--- config.mk ---
export PLATFORM = sky130hd
export DESIGN_NAME = hififo_fpc_scheduler
export DESIGN_NICKNAME = d
export VERILOG_FILES = /design/src/rtl/hififo_fpc_scheduler.sv
export SDC_FILE = /design/constraint.sdc
export NUM_CORES = 1
export LEC_CHECK = 0
export CORE_MARGIN = 3
export CORE_UTILIZATION = 30
export DETAILED_ROUTE_END_ITERATION = 6
export DONT_BUFFER_PORTS = 1
export SETUP_SLACK_MARGIN = 0.15
export SLEW_MARGIN = 20
export SYNTH_ARGS = -nofsm -noshare
export SYNTH_HDL_FRONTEND = slang
export SYNTH_SLANG_ARGS = --single-unit
--- constraint.sdc ---
create_clock -name clock_i -period 2.9 [get_ports clock_i]
set_input_delay 0.58 -clock clock_i [delete_from_list [all_inputs] [get_ports clock_i]]
set_output_delay 0.58 -clock clock_i [all_outputs]
set_load 0.02 [all_outputs]
--- src/rtl/hififo_fpc_scheduler.sv ---
// hififo_fpc_scheduler
// Round-robin scheduler that shares one PCIe read-request (TX) path between
// NCH from-PC FIFO channels. Each channel holds a 512-byte-aligned address and
// a count of remaining 512-byte blocks. Only one request is in flight at a time.
// Each request walks ARB -> ISSUE -> ACK, so the FIFO's rr_ready pulse is seen
// before the next arbitration.

module hififo_fpc_scheduler #(
  parameter int NCH   = 4,
  parameter int CBITS = 20
) (
  input  logic               clock_i,
  input  logic               reset_n_i,
  input  logic               cfg_valid_i,
  input  logic [1:0]         cfg_channel_i,
  input  logic [63:0]        cfg_addr_i,
  input  logic [CBITS-1:0]   cfg_blocks_i,
  output logic               cfg_rejected_o,
  output logic [NCH-1:0]     busy_o,
  input  logic [NCH-1:0]     ch_rr_valid_i,
  input  logic [3*NCH-1:0]   ch_tag_low_i,
  output logic [NCH-1:0]     ch_rr_ready_o,
  output logic               tx_valid_o,
  input  logic               tx_ready_i,
  output logic [7:0]         tx_tag_o,
  output logic [63:0]        tx_addr_o
);

  typedef enum logic [1:0] {
    ST_ARB   = 2'd0,
    ST_ISSUE = 2'd1,
    ST_ACK   = 2'd2
  } state_t;

  state_t           state_q, state_d;
  logic [CBITS-1:0] remaining_q [NCH];
  logic [CBITS-1:0] remaining_d [NCH];
  logic [63:0]      addr_q      [NCH];
  logic [63:0]      addr_d      [NCH];
  logic [1:0]       rr_ptr_q, rr_ptr_d;
  logic [1:0]       grant_q, grant_d;
  logic [7:0]       tag_q, tag_d;
  logic [63:0]      tx_addr_q, tx_addr_d;
  logic             cfg_rej_q, cfg_rej_d;

  logic [NCH-1:0]   elig;
  logic             handshake;
  logic             cfg_accept;
  logic             found;
  logic [1:0]       pick;
  logic [2:0]       pick_tag_low;

  // Per-channel status: busy while blocks remain, eligible when the FIFO also wants data.
  for (genvar gi = 0; gi < NCH; gi++) begin : g_ch
    assign busy_o[gi]        = (remaining_q[gi] != '0);
    assign elig[gi]          = ch_rr_valid_i[gi] & busy_o[gi];
    assign ch_rr_ready_o[gi] = (state_q == ST_ACK) && (grant_q == 2'(gi));
  end

  assign tx_valid_o     = (state_q == ST_ISSUE);
  assign tx_tag_o       = tag_q;
  assign tx_addr_o      = tx_addr_q;
  assign cfg_rejected_o = cfg_rej_q;
  assign handshake      = (state_q == ST_ISSUE) && tx_ready_i;

  // A channel may only be reprogrammed once it has drained; out-of-range ids never match.
  always_comb begin
    cfg_accept = 1'b0;
    if (cfg_valid_i && (int'(cfg_channel_i) < NCH)) begin
      cfg_accept = (remaining_q[cfg_channel_i] == '0);
    end
  end

  // Circular search for the first eligible channel at or after the RR pointer.
  always_comb begin
    int cand;
    found = 1'b0;
    pick  = rr_ptr_q;
    cand  = 0;
    for (int k = 0; k < NCH; k++) begin
      cand = int'(rr_ptr_q) + k;
      if (cand >= NCH) begin
        cand = cand - NCH;
      end
      if (!found && elig[2'(cand)]) begin
        found = 1'b1;
        pick  = 2'(cand);
      end
    end
  end

  // Select the winning channel's tag_low field.
  always_comb begin
    pick_tag_low = '0;
    for (int i = 0; i < NCH; i++) begin
      if (pick == 2'(i)) begin
        pick_tag_low = ch_tag_low_i[3*i +: 3];
      end
    end
  end

  // Request FSM: latch grant/tag/address in ARB, hold in ISSUE, pulse rr_ready in ACK.
  always_comb begin
    state_d   = state_q;
    grant_d   = grant_q;
    tag_d     = tag_q;
    tx_addr_d = tx_addr_q;
    rr_ptr_d  = rr_ptr_q;
    case (state_q)
      ST_ARB: begin
        if (found) begin
          grant_d   = pick;
          tag_d     = {(remaining_q[pick] == CBITS'(1)), 1'b0, pick, 1'b0, pick_tag_low};
          tx_addr_d = addr_q[pick];
          state_d   = ST_ISSUE;
        end
      end
      ST_ISSUE: begin
        if (tx_ready_i) begin
          rr_ptr_d = ((int'(grant_q) + 1) >= NCH) ? 2'd0 : (grant_q + 2'd1);
          state_d  = ST_ACK;
        end
      end
      ST_ACK: begin
        state_d = ST_ARB;
      end
      default: begin
        state_d = ST_ARB;
      end
    endcase
  end

  // Channel bookkeeping: load on accepted config, advance one block per handshake.
  always_comb begin
    for (int i = 0; i < NCH; i++) begin
      remaining_d[i] = remaining_q[i];
      addr_d[i]      = addr_q[i];
      if (cfg_accept && (cfg_channel_i == 2'(i))) begin
        remaining_d[i] = cfg_blocks_i;
        addr_d[i]      = {cfg_addr_i[63:9], 9'd0};
      end else if (handshake && (grant_q == 2'(i))) begin
        remaining_d[i] = remaining_q[i] - CBITS'(1);
        addr_d[i]      = addr_q[i] + 64'd512;
      end
    end
    cfg_rej_d = cfg_valid_i && !cfg_accept;
  end

  // State registers; reset abandons any request in flight.
  always_ff @(posedge clock_i or negedge reset_n_i) begin
    if (!reset_n_i) begin
      state_q   <= ST_ARB;
      rr_ptr_q  <= '0;
      grant_q   <= '0;
      tag_q     <= '0;
      tx_addr_q <= '0;
      cfg_rej_q <= 1'b0;
      for (int i = 0; i < NCH; i++) begin
        remaining_q[i] <= '0;
        addr_q[i]      <= '0;
      end
    end else begin
      state_q   <= state_d;
      rr_ptr_q  <= rr_ptr_d;
      grant_q   <= grant_d;
      tag_q     <= tag_d;
      tx_addr_q <= tx_addr_d;
      cfg_rej_q <= cfg_rej_d;
      for (int i = 0; i < NCH; i++) begin
        remaining_q[i] <= remaining_d[i];
        addr_q[i]      <= addr_d[i];
      end
    end
  end

endmodule
## Word level (Yosys, flattened, before mapping)

Index checks and enable logic that the tools add are counted.

| word-level totals | value |
|---|---|
| register bits after elaboration | 413 |
| bits of input ports | 106 |
| output and inout port bits | 82 |

| operators by class | value |
|---|---|
| $add $sub $neg | 17 |
| magnitude comparators | 11 |
| equality and inequality tests | 14 |
| multiplexer cells | 58 |
| bitwise gates (word level) | 6 |
| reduce and logical (&&, ||, !) cells | 37 |

Operators with widths:

| operator | count |
|---|---|
| $mux 64 | 10 |
| $add 64x10->64 const B | 4 |
| $mux 20 | 12 |
| $bmux 64 s2 | 1 |
| $bmux 20 s2 | 2 |
| $reduce_bool 20->1 | 4 |
| $sub 20x1->20 const B | 4 |
| $mux 2 | 11 |
| $eq 20x1->1 const B | 1 |
| $logic_not 20->1 | 1 |
| $ge 3x3->1 const B | 6 |
| $logic_and 1x1->1 | 17 |
| $lt 2x4->1 const B | 4 |
| $eq 2x2->1 const B | 7 |
| $mux 1 | 13 |
| $mux 3 | 4 |
| $bmux 1 s2 | 4 |
| $eq 2x1->1 const B | 4 |
| $logic_not 2->1 | 4 |
| $reduce_bool 2->1 | 4 |
| $sub 2x1->2 const B | 4 |
| $add 2x1->3 const B | 2 |
| $add 2x2->3 const B | 2 |
| $not 2->3 | 2 |
| 8 further kinds | 16 |

## Depth between registers and ports, before layout

Gate-level depths: netlist of the first run.

| logic depth | value |
|---|---|
| depth in word-level cells | 20 |
| depth in mapped cells | 12 |
| mapped depth without buffers | 10 |

## Worst setup path before layout of the first run

Ideal clock, no wire load.

| timing | value |
|---|---|
| kind | flip-flop to flip-flop |
| start | reg remaining_q[42] (netlist bit) |
| end | reg tx_addr_q[31] (netlist: tx_addr_o[31]) |
| library setup time | 142 ps |
| arrival time | 3087 ps |
| setup slack | -329 ps |
| stages on the path, launching flop included | 12 |
| period minus slack after synthesis | 3229 ps |
| cell sequence | dfrtp_1 or4_1 or3_4 or4_1 and2_1 o22ai_1 a221oi_2 buf_6 buf_6 buf_8 mux2i_1 o221ai_1 |

| on the way | value |
|---|---|
| cells in the longest elaborated chain, start to end | 19 |
| elaborated cells between the ends (all ways) | 33 |
| classes of those cells | mux: 23; bitwise: 2; reduce/logical: 8 |

Ends and longest elaborated chain:

| item | RTL line | text |
|---|---|---|
| start, declared | 36 | `logic [CBITS-1:0] remaining_q [NCH];` |
| start signal, assigned by index | 170 | `remaining_q[i] <= remaining_d[i];` |
| $reduce_bool 20->1 (*) | 55 | `assign busy_o[gi] = (remaining_q[gi] != '0);` |
| net busy_o[1] | 19 | `output logic [NCH-1:0] busy_o,` |
| $and 1x1->1 (*) | 56 | `assign elig[gi] = ch_rr_valid_i[gi] & busy_o[gi];` |
| $bmux 1 s2 | 85 | `if (!found && elig[2'(cand)]) begin` |
| $mux 1 (not written as such) (2 in a row) | 85 |  |
| $mux 1 | 85 |  |
| $logic_not 1->1 | 85 |  |
| $logic_and 1x1->1 | 85 |  |
| (+2 left out) | - |  |
| $logic_and 1x1->1 | 85 |  |
| $mux 1 | 85 |  |
| $logic_not 1->1 | 85 |  |
| $logic_and 1x1->1 | 85 |  |
| $mux 2 | 85 |  |
| $not 2->3 (not written as such) | 114 | `tx_addr_d = addr_q[pick];` |
| $bmux 64 s2 | 114 |  |
| $mux 64 (not written as such) (2 in a row) | 114 |  |
| end signal, assigned | 167 | `tx_addr_q <= tx_addr_d;` |
| end, declared | 43 | `logic [63:0] tx_addr_q, tx_addr_d;` |

The timed path passes the listed nets; every way through them passes the cells marked *. The select of a mux whose other input is x is not followed.
A chain may end at the register's enable or synchronous reset.

## Worst setup path after layout of the first run

| timing | value |
|---|---|
| start | reg remaining_q[48] (netlist bit) |
| end | reg tx_addr_q[23] (netlist: tx_addr_o[23]) |

| on the way | value |
|---|---|
| cells in the longest elaborated chain, start to end | 19 |
| elaborated cells between the ends (all ways) | 33 |
| classes of those cells | mux: 23; bitwise: 2; reduce/logical: 8 |

Ends and longest elaborated chain:

| item | RTL line |
|---|---|
| $reduce_bool 20->1 (*) | 55 |
| $and 1x1->1 (*) | 56 |
| $bmux 1 s2 | 85 |
| $mux 1 (not written as such) (2 in a row) | 85 |
| $mux 1 | 85 |
| $logic_not 1->1 | 85 |
| $logic_and 1x1->1 | 85 |
| $mux 1 | 85 |
| $logic_not 1->1 | 85 |
| $logic_and 1x1->1 | 85 |
| $mux 1 | 85 |
| $logic_not 1->1 | 85 |
| $logic_and 1x1->1 | 85 |
| $mux 2 | 85 |
| $not 2->3 (not written as such) | 114 |
| $bmux 64 s2 | 114 |
| $mux 64 (not written as such) (2 in a row) | 114 |

Mark *: on every way between the ends. The rest lies on a longest branch, timed or not. The select of a mux whose other input is x is not followed.

==> results of run 1 <==
layer usage:
layer	share of wire	routed length [um]
met5	0	0
met4	0.025	1864
met3	0.083	6184
met2	0.48	35580
met1	0.42	31160
state kept, by name, indices dropped and copies added (netlist names):
register        count
addr_q            220
remaining_q        80
tx_addr_o          55
tx_tag_o            5
rr_ptr_q            2
state_q             2
cfg_rejected_o      1
grant_q             1
power groups by stage:
stage                     clock, W  sequential (W)  combinational (W)
after floorplan                  0         0.00853            0.00410
after global placement           0         0.00907            0.00583
after detailed placement         0         0.00914            0.00605
after CTS                  0.00566         0.00909            0.00666
after global routing       0.00587         0.00939            0.00785
final                      0.00556         0.00915            0.00728
cells in the mapped netlist (2+ instances only):
library cell / instances / area (um^2)
mux2i_1: 124 / 1241
nand2b_1: 5 / 31.28
dfrtp_1: 366 / 9159
o21ai_0: 146 / 730.7
nand4_1: 47 / 294.0
nor2_1: 259 / 972.2
and2_1: 20 / 125.1
or4_1: 14 / 105.1
nor4_1: 24 / 150.1
o21ai_1: 2 / 10.01
and4b_1: 2 / 20.02
nand3_1: 98 / 490.5
buf_1: 12 / 45.04
buf_6: 2 / 22.52
clkbuf_1: 87 / 326.6
and3_1: 57 / 356.6
xnor2_1: 143 / 1252
or2_2: 4 / 25.02
a21oi_1: 153 / 765.7
nor4b_1: 3 / 26.28
o31ai_1: 3 / 22.52
mux2_2: 6 / 67.56
inv_1: 31 / 116.4
nor3_1: 35 / 175.2
o21a_1: 2 / 15.01
xor2_1: 143 / 1252
o221ai_1: 58 / 508.0
a21o_1: 2 / 15.01
buf_8: 2 / 30.03
or3_1: 12 / 75.07
buf_4: 20 / 150.1
ha_1: 12 / 150.1
nor2b_1: 6 / 37.54
nand2_1: 327 / 1227
and4_1: 13 / 113.9
o22ai_1: 2 / 12.51
buf_2: 7 / 35.03
placed cells by master (no fill, tap or decap), drive strengths merged, types with 21 or more instances in the layout:
cell      n
mux2i   124
nor3     35
buf     227
nor2    259
xnor2   143
nand3    98
nand4    47
o221ai   58
and2     21
xor2    143
inv      31
nor4     25
o21ai   148
a21oi   153
clkbuf   87
nand2   329
and3     57
dfrtp   366
stage by stage:
stage	TNS [ps]	power [W]	hold WS (ps)	util	setup slack, ps
final	-25330	0.02199	-257.5	0.4007	-336.3
after global routing	-39490	0.02312	-290.5	0.4007	-445.4
after detailed placement	-31070	0.01519	307.0	0.3386	-426.1
after CTS	-28290	0.02142	-303.9	0.3669	-317.3
after global placement	-24360	0.01490	309.8	0.3386	-359.4
after floorplan	-6608	0.01263	284.4	-	-172.9
worst paths after layout:
| check | startpoint | to | slack [ps] |
|---|---|---|---|
| hold / removal | reset_n_i | remaining_q[74] | -260 |
| setup / recovery | remaining_q[48] | tx_addr_o[23] | -340 |
| min in group clock_i | cfg_blocks_i[15] | remaining_q[15] | 130 |
| max in group asynchronous | reset_n_i | addr_q[203] | 1710 |
| setup reg to reg | remaining_q[48] | tx_addr_o[23] | -340 |
| hold reg to reg | remaining_q[34] | remaining_q[34] | 520 |
kinds of logic after synthesis:
| logic type | count (synthesis) | share of synthesized area |
|---|---|---|
| adders and majority gates | 12 | 0.007379 |
| xor gates and xnor gates | 286 | 0.1231 |
| AOI/OAI and AO/OA | 380 | 0.1088 |
| and+or+nand+nor | 932 | 0.2104 |
| buffers and inverters | 161 | 0.03567 |
| muxes | 130 | 0.06433 |
| other | 1 | 0.0001843 |
| DFF | 366 | 0.4502 |
layout make-up:
type / instances / area (um^2) / share of cell area
Multi-Input combinational cell: 1753 / 11880 / 0.4461
Clock buffer: 66 / 1315 / 0.04939
Clock inverter: 11 / 110.1 / 0.004135
Tap cell: 864 / 1081 / 0.04060
Inverter: 31 / 116.4 / 0.004370
Sequential cell: 366 / 9161 / 0.3441
Timing Repair Buffer: 248 / 2963 / 0.1113
repair_timing:
| item | 4_1_cts | 5_1_grt |
|---|---|---|
| endpoints found under the setup margin | 228 | 253 |
| setup buffers | 9 | 27 |
| gates cloned | 4 | 38 |
| gates resized for setup | 61 | 347 |
| endpoints found under the hold margin | 366 | 366 |
| pin swaps | 26 | 27 |
==> results by group, run 1 <==
Die
  – Total Die Area: approximately 0.07 mm^2
  – Die height: 266.4 um
  – Core Region: approximately 0.066 mm^2
  – Die width: 266.4 um
  – Initial core utilization: 0.3062
  – Num ports: about 190
  – FP Rows: between 90 and 100

STA
  – Final setup fails: around 180
  – Final hold slack: -257.5 ps
  – Final clock period utilization by the worst path: 1.116
  – Worst Slack Setup Final: -336.3 ps
  – Worst-margin pin slew: 1850 ps
  – Rel. slew slack: -0.2336
  – Clk_skew: 17.33 ps
  – Minimum clock period: ~3200 ps
  – Max-slew violation count: 143
  – RSZ-0062 raised after global routing: yes
  – Hold Fails Final Rpt: 195
  – Fmax: 309.0 MHz

Detailed routing
  – Vias per cell: between 5 and 6
  – Drt first-iter violations: 1386
  – DRT Wirelength: 74790 um
  – Routed Antenna Nets: 0
  – Post-route DRC: 0
  – Vias: ~18000
  – DR WL/cell: 22.40 um
  – TritonRoute pass-1 iters: 5

Power
  – Clock power share: 0.253
  – Power share of the sequential group: 0.416
  – Sw frac: 0.3714
  – Gate power share: 0.331
  – Leak: 10.83 nW
  – Cell-internal power: 0.01383 W
  – Power density over the cells: 826.0 mW/mm^2
  – Net Sw Power: 0.008167 W
  – Peak VDD IR: between 0.0004 and 0.0005 V

Yosys
  – Synth warn: 0
  – Post-synthesis sequential area ratio: 0.4502
  – Async S/R FF share, synth: 1.000
  – Cell area after synthesis: 0.02035 mm^2
  – Gate Count Post-Synth: 2268
  – Number of enable flip-flop cells after synthesis: 0
  – Unique cell type count in the Yosys netlist: 56
  – Synth Area per Inst: 8.971 um^2
  – Post-synth top flop: dfrtp_1
  – Synth Register Bits: 366

Finish
  – Non-filler cells, final: between 3000 and 4000
  – Fraction of layout cells with a size suffix above 1: 0.2380
  – Ant diodes: 0
  – Final Instance Area: 0.02663 mm^2
  – Number of fill cells in the layout: around 6300
  – Area Overhead vs Synth: 30.87%
  – # nets final: roughly 2600

Global routing
  – Vias in the first global route: 16950
  – Met2 usage: 0.3050
  – Largest net degree at the start of global routing: between 300 and 400
  – Busiest grt layer: met2
  – First-pass GRT wire length: 101800 um
  – GR Util met1: 0.2384
  – GR Layer Usage met3: 0.05190
  – Total grt overflow: 0
  – Antenna violations before repair: 0
  – Total track usage: 0.1835

Status
  – Failing checks: hold timing, slew limit, setup timing
  – Status: finished, violations left

CTS
  – Cts bufs inserted: 43
  – CTS tree: built
  – Worst-path clk slew: 60 ps
  – Clock root cell: clkbuf_16
  – Clk_lat worst skew: about 570 ps
  – Clock Sinks: about 370
  – H-tree levels: 2
  – Max clock buf depth: 3

Place
  – GPL Wtd Cong: 0.8521
  – Sum of net half-perimeters after detailed placement: 47820 um
  – Inst Count DP: 3184
  – Placed Area: roughly 0.023 mm^2
  – # port buffers: 0

Critical path
  – Startpoint types: flop
  – Slowest cell on crit path: or4_4
  – Worst Path Max Fanout: 5
  – Reg2Reg Depth: 12
  – Cell count along the critical path: 12
  – Largest stage delay, worst path: 540 ps
  – Critical path data arrival time: 3670 ps
  – Critical Path RT: 3330 ps
  – Critical path endpoint category: flop
  – CP delay by family, top: simple AND/OR/NAND/NOR gates
  – Crit path cell chain: or4_4 > or3_4 > or4_4 > and2_4 > o22ai_4 > a221oi_4 > buf_12 > buf_12 > buf_16 > buf_6 > mux2i_1 > o221ai_1
  – Critical path type: reg -> reg
  – CP Buf/Inv Count: 4

Run
  – Max-cap violations: 0

Worst hold path
  – Hold Path Class: in -> async
No activity file was read; power rests on OpenSTA's default activity.
==> run 2: changes to the inputs <==
--- a/config.mk
+++ b/config.mk
@@ -6,9 +6,10 @@
 export NUM_CORES = 1
 export LEC_CHECK = 0
 export CORE_MARGIN = 3
-export CORE_UTILIZATION = 30
+export CORE_UTILIZATION = 58
 export DETAILED_ROUTE_END_ITERATION = 6
 export DONT_BUFFER_PORTS = 1
+export PLACE_DENSITY = 0.76
 export SETUP_SLACK_MARGIN = 0.15
 export SLEW_MARGIN = 20
 export SYNTH_ARGS = -nofsm -noshare
==> results by group, run 2 (same netlist as run 1, synthesis figures left out) <==
Finish
  – Most frequent cells in the layout: 366 x dfrtp_1, 324 x nand2_1, 187 x nor2_1 (was 364 x dfrtp_1, 322 x nand2_1, 143 x xnor2_1)
  – Largest register FFs: 220 (unchanged)
  – Fraction of layout cells with a size suffix above 1: 0.2116 (was 0.2380)
  – Most flop-heavy register: addr_q (unchanged)
  – Number of fill cells in the layout: 2102 (was 6294)
  – Area Overhead vs Synth: 27.37% (was 30.87%)
  – Multi-input logic area: 0.01169 mm^2 (was 0.01188 mm^2)
  – Commonest non-fill, non-tap cell in the layout: dfrtp_1 (unchanged)
  – Final core occ: 0.7614 (was 0.4007)
  – Sequential cell area: 0.009159 mm^2 (was 0.009161 mm^2)
  – # nets final: 2558 (was 2561)

Critical path
  – Startpoint types: flop (unchanged)
  – Critical path type: reg -> reg (unchanged)
  – Critical Path RT: 3300 ps (was 3330 ps)
  – Reg2reg end: tx_tag_o[1] (was tx_addr_o[23])
  – Worst Path Max Fanout: 13 (was 5)
  – Critical path data arrival time: 3760 ps (was 3670 ps)
  – Reg2Reg Depth: 11 (was 12)
  – Critical path endpoint category: flop (unchanged)
  – Reg2reg start: remaining_q[63] (was remaining_q[48])
  – Slack of the worst reg-to-reg path: -460 ps (was -340 ps)

Die
  – Num ports: 188 (unchanged)
  – Die height: 193.3 um (was 266.4 um)
  – Core Region: 0.03404 mm^2 (was 0.06645 mm^2)
  – Die width: 193.3 um (was 266.4 um)
  – FP Rows: 67 (was 94)
  – Initial core utilization: 0.5978 (was 0.3062)
  – Total Die Area: 0.03736 mm^2 (was 0.07098 mm^2)

STA
  – Worst-margin pin slew: 1205 ps (was 1850 ps)
  – Clk_skew: 41.67 ps (was 17.33 ps)
  – Worst Slack Setup Final: -456.5 ps (was -336.3 ps)
  – Fmax: 297.9 MHz (was 309.0 MHz)
  – Max-slew violation count: 0 (was 143)
  – Hold Fails Final Rpt: 366 (was 195)
  – Final setup fails: 161 (was 181)
  – Final clock period utilization by the worst path: 1.157 (was 1.116)
  – Minimum clock period: 3356 ps (was 3236 ps)
  – Final hold slack: -246.2 ps (was -257.5 ps)
  – Rel. slew slack: 0.1953 (was -0.2336)
  – RSZ-0062 raised after global routing: yes (unchanged)

Worst hold path
  – Hold Path Class: in -> async (unchanged)

CTS
  – Max clock buf depth: 3 (unchanged)
  – Cts bufs inserted: 41 (was 43)
  – H-tree levels: 2 (unchanged)
  – Clk_lat worst skew: 570 ps (about the same)
  – Worst-path clk slew: 60 ps (about the same)
  – Clock root cell: clkbuf_16 (unchanged)
  – CTS tree: built (unchanged)
  – Clock Sinks: 366 (unchanged)

Place
  – # port buffers: 0 (unchanged)
  – Placement Setup Slack: -380.5 ps (was -426.1 ps)
  – GPL Wtd Cong: 0.9300 (was 0.8521)
  – Sum of net half-perimeters after detailed placement: 40940 um (was 47820 um)

Detailed routing
  – DRT Wirelength: 70910 um (was 74790 um)
  – TritonRoute pass-1 iters: 5 (unchanged)
  – Routed Antenna Nets: 0 (unchanged)
  – Drt first-iter violations: 2040 (was 1386)
  – Vias per cell: 6.533 (was 5.376)
  – Post-route DRC: 0 (unchanged)
  – Vias: 19050 (was 17950)
  – DR WL/cell: 24.32 um (was 22.40 um)

Global routing
  – First-pass GRT wire length: 101500 um (was 101800 um)
  – Largest net degree at the start of global routing: 367 (unchanged)
  – Antenna violations before repair: 0 (unchanged)
  – Total grt overflow: 0 (unchanged)
  – Total track usage: 0.3318 (was 0.1835)
  – Vias in the first global route: 18480 (was 16950)

Status
  – Status: finished, violations left (unchanged)
  – Failing checks: hold timing, setup timing (was hold timing, slew limit, setup timing)

Power
  – Leak: 10.83 nW (about the same)
  – Peak VDD IR: 0.0005818 V (was 0.0004724 V)
  – Power density over the cells: 842.6 mW/mm^2 (was 826.0 mW/mm^2)

Run
  – Max-cap violations: 0 (unchanged)
## run 2: area by class of cell
cell class	instances	area share
Antenna cell	1	0.00009657
Sequential cell	366	0.3534
Clock buffer	58	0.04717
Multi-Input combinational cell	1755	0.4511
Timing Repair Buffer	245	0.1174
Tap cell	448	0.02163
Inverter	31	0.004490
Clock inverter	12	0.004732
## run 2: per-stage QoR
step / setup TNS [ps] / std cells / instance area [um^2] / power, W
floorplan: -6608 / 2278 / 20450 / 0.01263
global placement: -28380 / 2748 / 21820 / 0.01462
detailed placement: -28470 / 2748 / 21820 / 0.01496
CTS: -21570 / 2869 / 24600 / 0.02095
global route: -50920 / 2915 / 25910 / 0.02271
finish: -42430 / 2916 / 25910 / 0.02184
## run 2: layer usage
metal  share of wire  wire (um)  GRT usage  vias up
met1            0.37      26160     0.4307     9313
met2            0.46      32610     0.5338     1187
met4           0.062       4399     0.1315        0
li1                -          -          -     8198
met3            0.11       7751    0.08923      351
met5               0          0          0        -
## run 2: power by group
group	total [W]	leakage, nW	switching, W	internal (W)
clock network	0.00531	0.668	0.00220	0.00311
registers	0.00911	4.80	0.00239	0.00672
logic	0.00742	5.36	0.00362	0.00380
## run 2: worst max path at each step
| stage | end | cells after the start | slack [ps] | startpoint |
|---|---|---|---|---|
| global placement | tx_addr_o[38] | 10 | -320 | remaining_q[64] |
| finish | tx_tag_o[1] | 11 | -460 | remaining_q[63] |
| floorplan | tx_addr_o[31] | 12 | -170 | remaining_q[62] |
| detailed placement | tx_addr_o[15] | 10 | -380 | remaining_q[64] |
| global route | tx_addr_o[13] | 11 | -500 | remaining_q[63] |
| CTS | tx_addr_o[15] | 11 | -320 | remaining_q[64] |
## run 2: worst max-delay path, cell delays in order, from the launching register on
cell and delay (ps):
dfrtp_1 400, or3_4 400, or4_4 530, o41ai_4 360, a21oi_1 150, o21a_1 230, a221oi_4 230, buf_12 150
buf_12 180, buf_6 190, mux2i_2 240, o221ai_1 140
## run 2: repair_timing
item / in CTS / in global routing
setup endpoints to repair: 227 / 275
setup buffers: 31 / 27
resized for setup: 174 / 155
pin swaps: 22 / 32
endpoints found under the hold margin: 366 / 366
gates cloned: 20 / 19
==> run 3: changes to the inputs <==
--- a/config.mk
+++ b/config.mk
@@ -5,10 +5,12 @@
 export SDC_FILE = /design/constraint.sdc
 export NUM_CORES = 1
 export LEC_CHECK = 0
+export ABC_CLOCK_PERIOD_IN_PS = 2900
 export CORE_MARGIN = 3
 export CORE_UTILIZATION = 58
 export DETAILED_ROUTE_END_ITERATION = 6
 export DONT_BUFFER_PORTS = 1
+export MAX_ROUTING_LAYER = met4
 export PLACE_DENSITY = 0.76
 export SETUP_SLACK_MARGIN = 0.15
 export SLEW_MARGIN = 20
==> results by group, run 3 (same netlist as run 1, synthesis figures left out) <==
Status
  – Status: finished, violations left (unchanged)
  – Failing checks: hold timing, capacitance limit, slew limit, setup timing (was hold timing, setup timing)

Critical path
  – Crit path cell chain: or3_4 > or4_4 > o41ai_4 > a21oi_1 > o21a_1 > a221oi_4 > buf_12 > buf_4 > buf_16 > mux2i_1 > o221ai_1 (was or3_4 > or4_4 > o41ai_4 > a21oi_1 > o21a_1 > a221oi_4 > buf_12 > buf_12 > buf_6 > mux2i_2 > o221ai_1)
  – Slowest cell on crit path: or4_4 (unchanged)
  – Worst Path Max Fanout: 6 (was 13)
  – Critical path type: reg -> reg (unchanged)
  – Critical Path RT: 3300 ps (about the same)
  – Critical path data arrival time: 3780 ps (was 3760 ps)
  – Startpoint types: flop (unchanged)
  – Largest stage delay, worst path: 520 ps (was 530 ps)
  – Critical path endpoint category: flop (unchanged)

Die
  – Die width: 193.3 um (unchanged)
  – FP Rows: 67 (unchanged)
  – Initial core utilization: 0.5978 (unchanged)
  – Core Region: 0.03404 mm^2 (unchanged)
  – Total Die Area: 0.03736 mm^2 (unchanged)
  – Die height: 193.3 um (unchanged)
  – Num ports: 188 (unchanged)

STA
  – Hold Fails Final Rpt: 366 (unchanged)
  – Fmax: 295.9 MHz (was 297.9 MHz)
  – Minimum clock period: 3379 ps (was 3356 ps)
  – Final clock period utilization by the worst path: 1.165 (was 1.157)
  – Clk_skew: 39.31 ps (was 41.67 ps)
  – Final setup fails: 185 (was 161)
  – Max-slew violation count: 7 (was 0)
  – Worst-margin pin slew: 1633 ps (was 1205 ps)
  – RSZ-0062 raised after global routing: yes (unchanged)
  – Final hold slack: -248.9 ps (was -246.2 ps)
  – Worst Slack Setup Final: -479.5 ps (was -456.5 ps)
  – Rel. slew slack: -0.09063 (was 0.1953)

Finish
  – Most frequent cells in the layout: 366 x dfrtp_1, 324 x nand2_1, 189 x nor2_1 (was 366 x dfrtp_1, 324 x nand2_1, 187 x nor2_1)
  – Largest register FFs: 220 (unchanged)
  – Commonest non-fill, non-tap cell in the layout: dfrtp_1 (unchanged)
  – Final Instance Area: 0.02598 mm^2 (was 0.02591 mm^2)
  – Ant diodes: 0 (was 1)
  – Final core occ: 0.7632 (was 0.7614)
  – Most flop-heavy register: addr_q (unchanged)
  – Area Overhead vs Synth: 27.67% (was 27.37%)
  – # nets final: 2563 (was 2558)
  – Fraction of layout cells with a size suffix above 1: 0.2128 (was 0.2116)

Power
  – Sw frac: 0.3773 (was 0.3762)
  – Peak VDD IR: 0.0005866 V (was 0.0005818 V)
  – Power share of the sequential group: 0.417 (about the same)
  – Net Sw Power: 0.008250 W (was 0.008213 W)
  – Gate power share: 0.339 (was 0.340)
  – Leak: 10.88 nW (was 10.83 nW)
  – Power density over the cells: 841.7 mW/mm^2 (was 842.6 mW/mm^2)
  – Clock power share: 0.244 (was 0.243)
  – Cell-internal power: 0.01362 W (about the same)

Run
  – Max-cap violations: 1 (was 0)

Global routing
  – Total grt overflow: 0 (unchanged)
  – Largest net degree at the start of global routing: 367 (unchanged)
  – Vias in the first global route: 18460 (was 18480)
  – Total track usage: 0.3422 (was 0.3318)
  – Antenna violations before repair: 0 (unchanged)
  – First-pass GRT wire length: 101600 um (was 101500 um)

Detailed routing
  – DR WL/cell: 24.63 um (was 24.32 um)
  – Post-route DRC: 0 (unchanged)
  – TritonRoute pass-1 iters: 6 (was 5)
  – Vias per cell: 6.600 (was 6.533)
  – Drt first-iter violations: 2112 (was 2040)
  – Vias: 19270 (was 19050)
  – DRT Wirelength: 71920 um (was 70910 um)
  – Routed Antenna Nets: 0 (unchanged)

Place
  – # port buffers: 0 (unchanged)
  – GPL Wtd Cong: 0.9465 (was 0.9300)
  – Placed Area: 0.02182 mm^2 (unchanged)
  – Sum of net half-perimeters after detailed placement: 40940 um (unchanged)

CTS
  – Clock Sinks: 366 (unchanged)
  – H-tree levels: 2 (unchanged)
  – Worst-path clk slew: 60 ps (about the same)
  – CTS tree: built (unchanged)
  – Max clock buf depth: 3 (unchanged)
  – Cts bufs inserted: 41 (unchanged)
  – Clock root cell: clkbuf_16 (unchanged)
  – Clk_lat worst skew: 560 ps (was 570 ps)

Worst hold path
  – Hold Path Class: in -> async (unchanged)
run 3: cell count changes in the layout (fill, tap and decap cells not counted), sizes merged:
| cell | delta |
|---|---|
| buf | +4 |
| diode | -1 |
| nand2 | +1 |
run 3: area by class of cell:
cell class	instances	area, um^2
Clock buffer	58	1222
Clock inverter	12	122.6
Fill cell	2095	8059
Inverter	31	116.4
Multi-Input combinational cell	1756	11700
Sequential cell	366	9159
Tap cell	448	560.5
Timing Repair Buffer	249	3099
run 3: repair_timing:
action,4_1_cts,5_1_grt
endpoints found under the hold margin,366,366
endpoints found under the setup margin,227,274
pin swaps,22,31
gates resized for setup,174,156
gates cloned,20,23
buffers inserted,31,28
run 3: path summary, 6_finish.rpt:
| check | startpoint | to | slack, ps | cells after the start |
|---|---|---|---|---|
| min in group clock_i | tx_ready_i | state_q[0] | 120 | 1 |
| max in group asynchronous | reset_n_i | addr_q[78] | 2460 | 0 |
| setup / recovery | remaining_q[63] | tx_addr_o[46] | -480 | 11 |
| hold / removal | reset_n_i | addr_q[57] | -250 | 0 |
| setup reg to reg | remaining_q[63] | tx_addr_o[46] | -480 | 11 |
| hold reg to reg | remaining_q[34] | remaining_q[34] | 500 | 1 |
run 3: layer usage:
layer	GRT usage	vias to the layer above	share of wire	wire (um)
li1	-	8194	-	-
met1	0.4337	9423	0.37	26810
met2	0.5340	1295	0.46	33140
met3	0.08662	360	0.11	7910
met4	0.1307	0	0.056	4058
met5	-	-	0	0
run 3: power groups by stage:
stage | Clock (W) | Sequential (W) | Combinational [W]
3_5_place_dp | 0 | 0.00898 | 0.00598
2_1_floorplan | 0 | 0.00853 | 0.00410
3_3_place_gp | 0 | 0.00891 | 0.00571
5_1_grt | 0.00551 | 0.00929 | 0.00791
6_report | 0.00532 | 0.00912 | 0.00742
4_1_cts | 0.00527 | 0.00894 | 0.00674
run 3: worst max-delay path, delay by kind of cell, from the launching register on:
kind                   cells  cell delay (ps)
flip-flops                 1              390
buffers and inverters      3              430
AO/OA/AOI/OAI              5             1170
AND/OR/NAND/NOR            2              910
multiplexers               1              310
run 3: stage by stage:
step                cells  hold slack, ps  TNS [ps]  power [W]  setup slack [ps]
detailed placement   2748           310.0    -28470    0.01496            -380.5
CTS                  2869          -247.6    -21570    0.02095            -320.4
floorplan            2278           284.4     -6608    0.01263            -172.9
finish               2920          -248.9    -43480    0.02186            -479.5
global route         2920          -261.1    -52940    0.02271            -517.0
global placement     2748           314.5    -28380    0.01462            -315.0
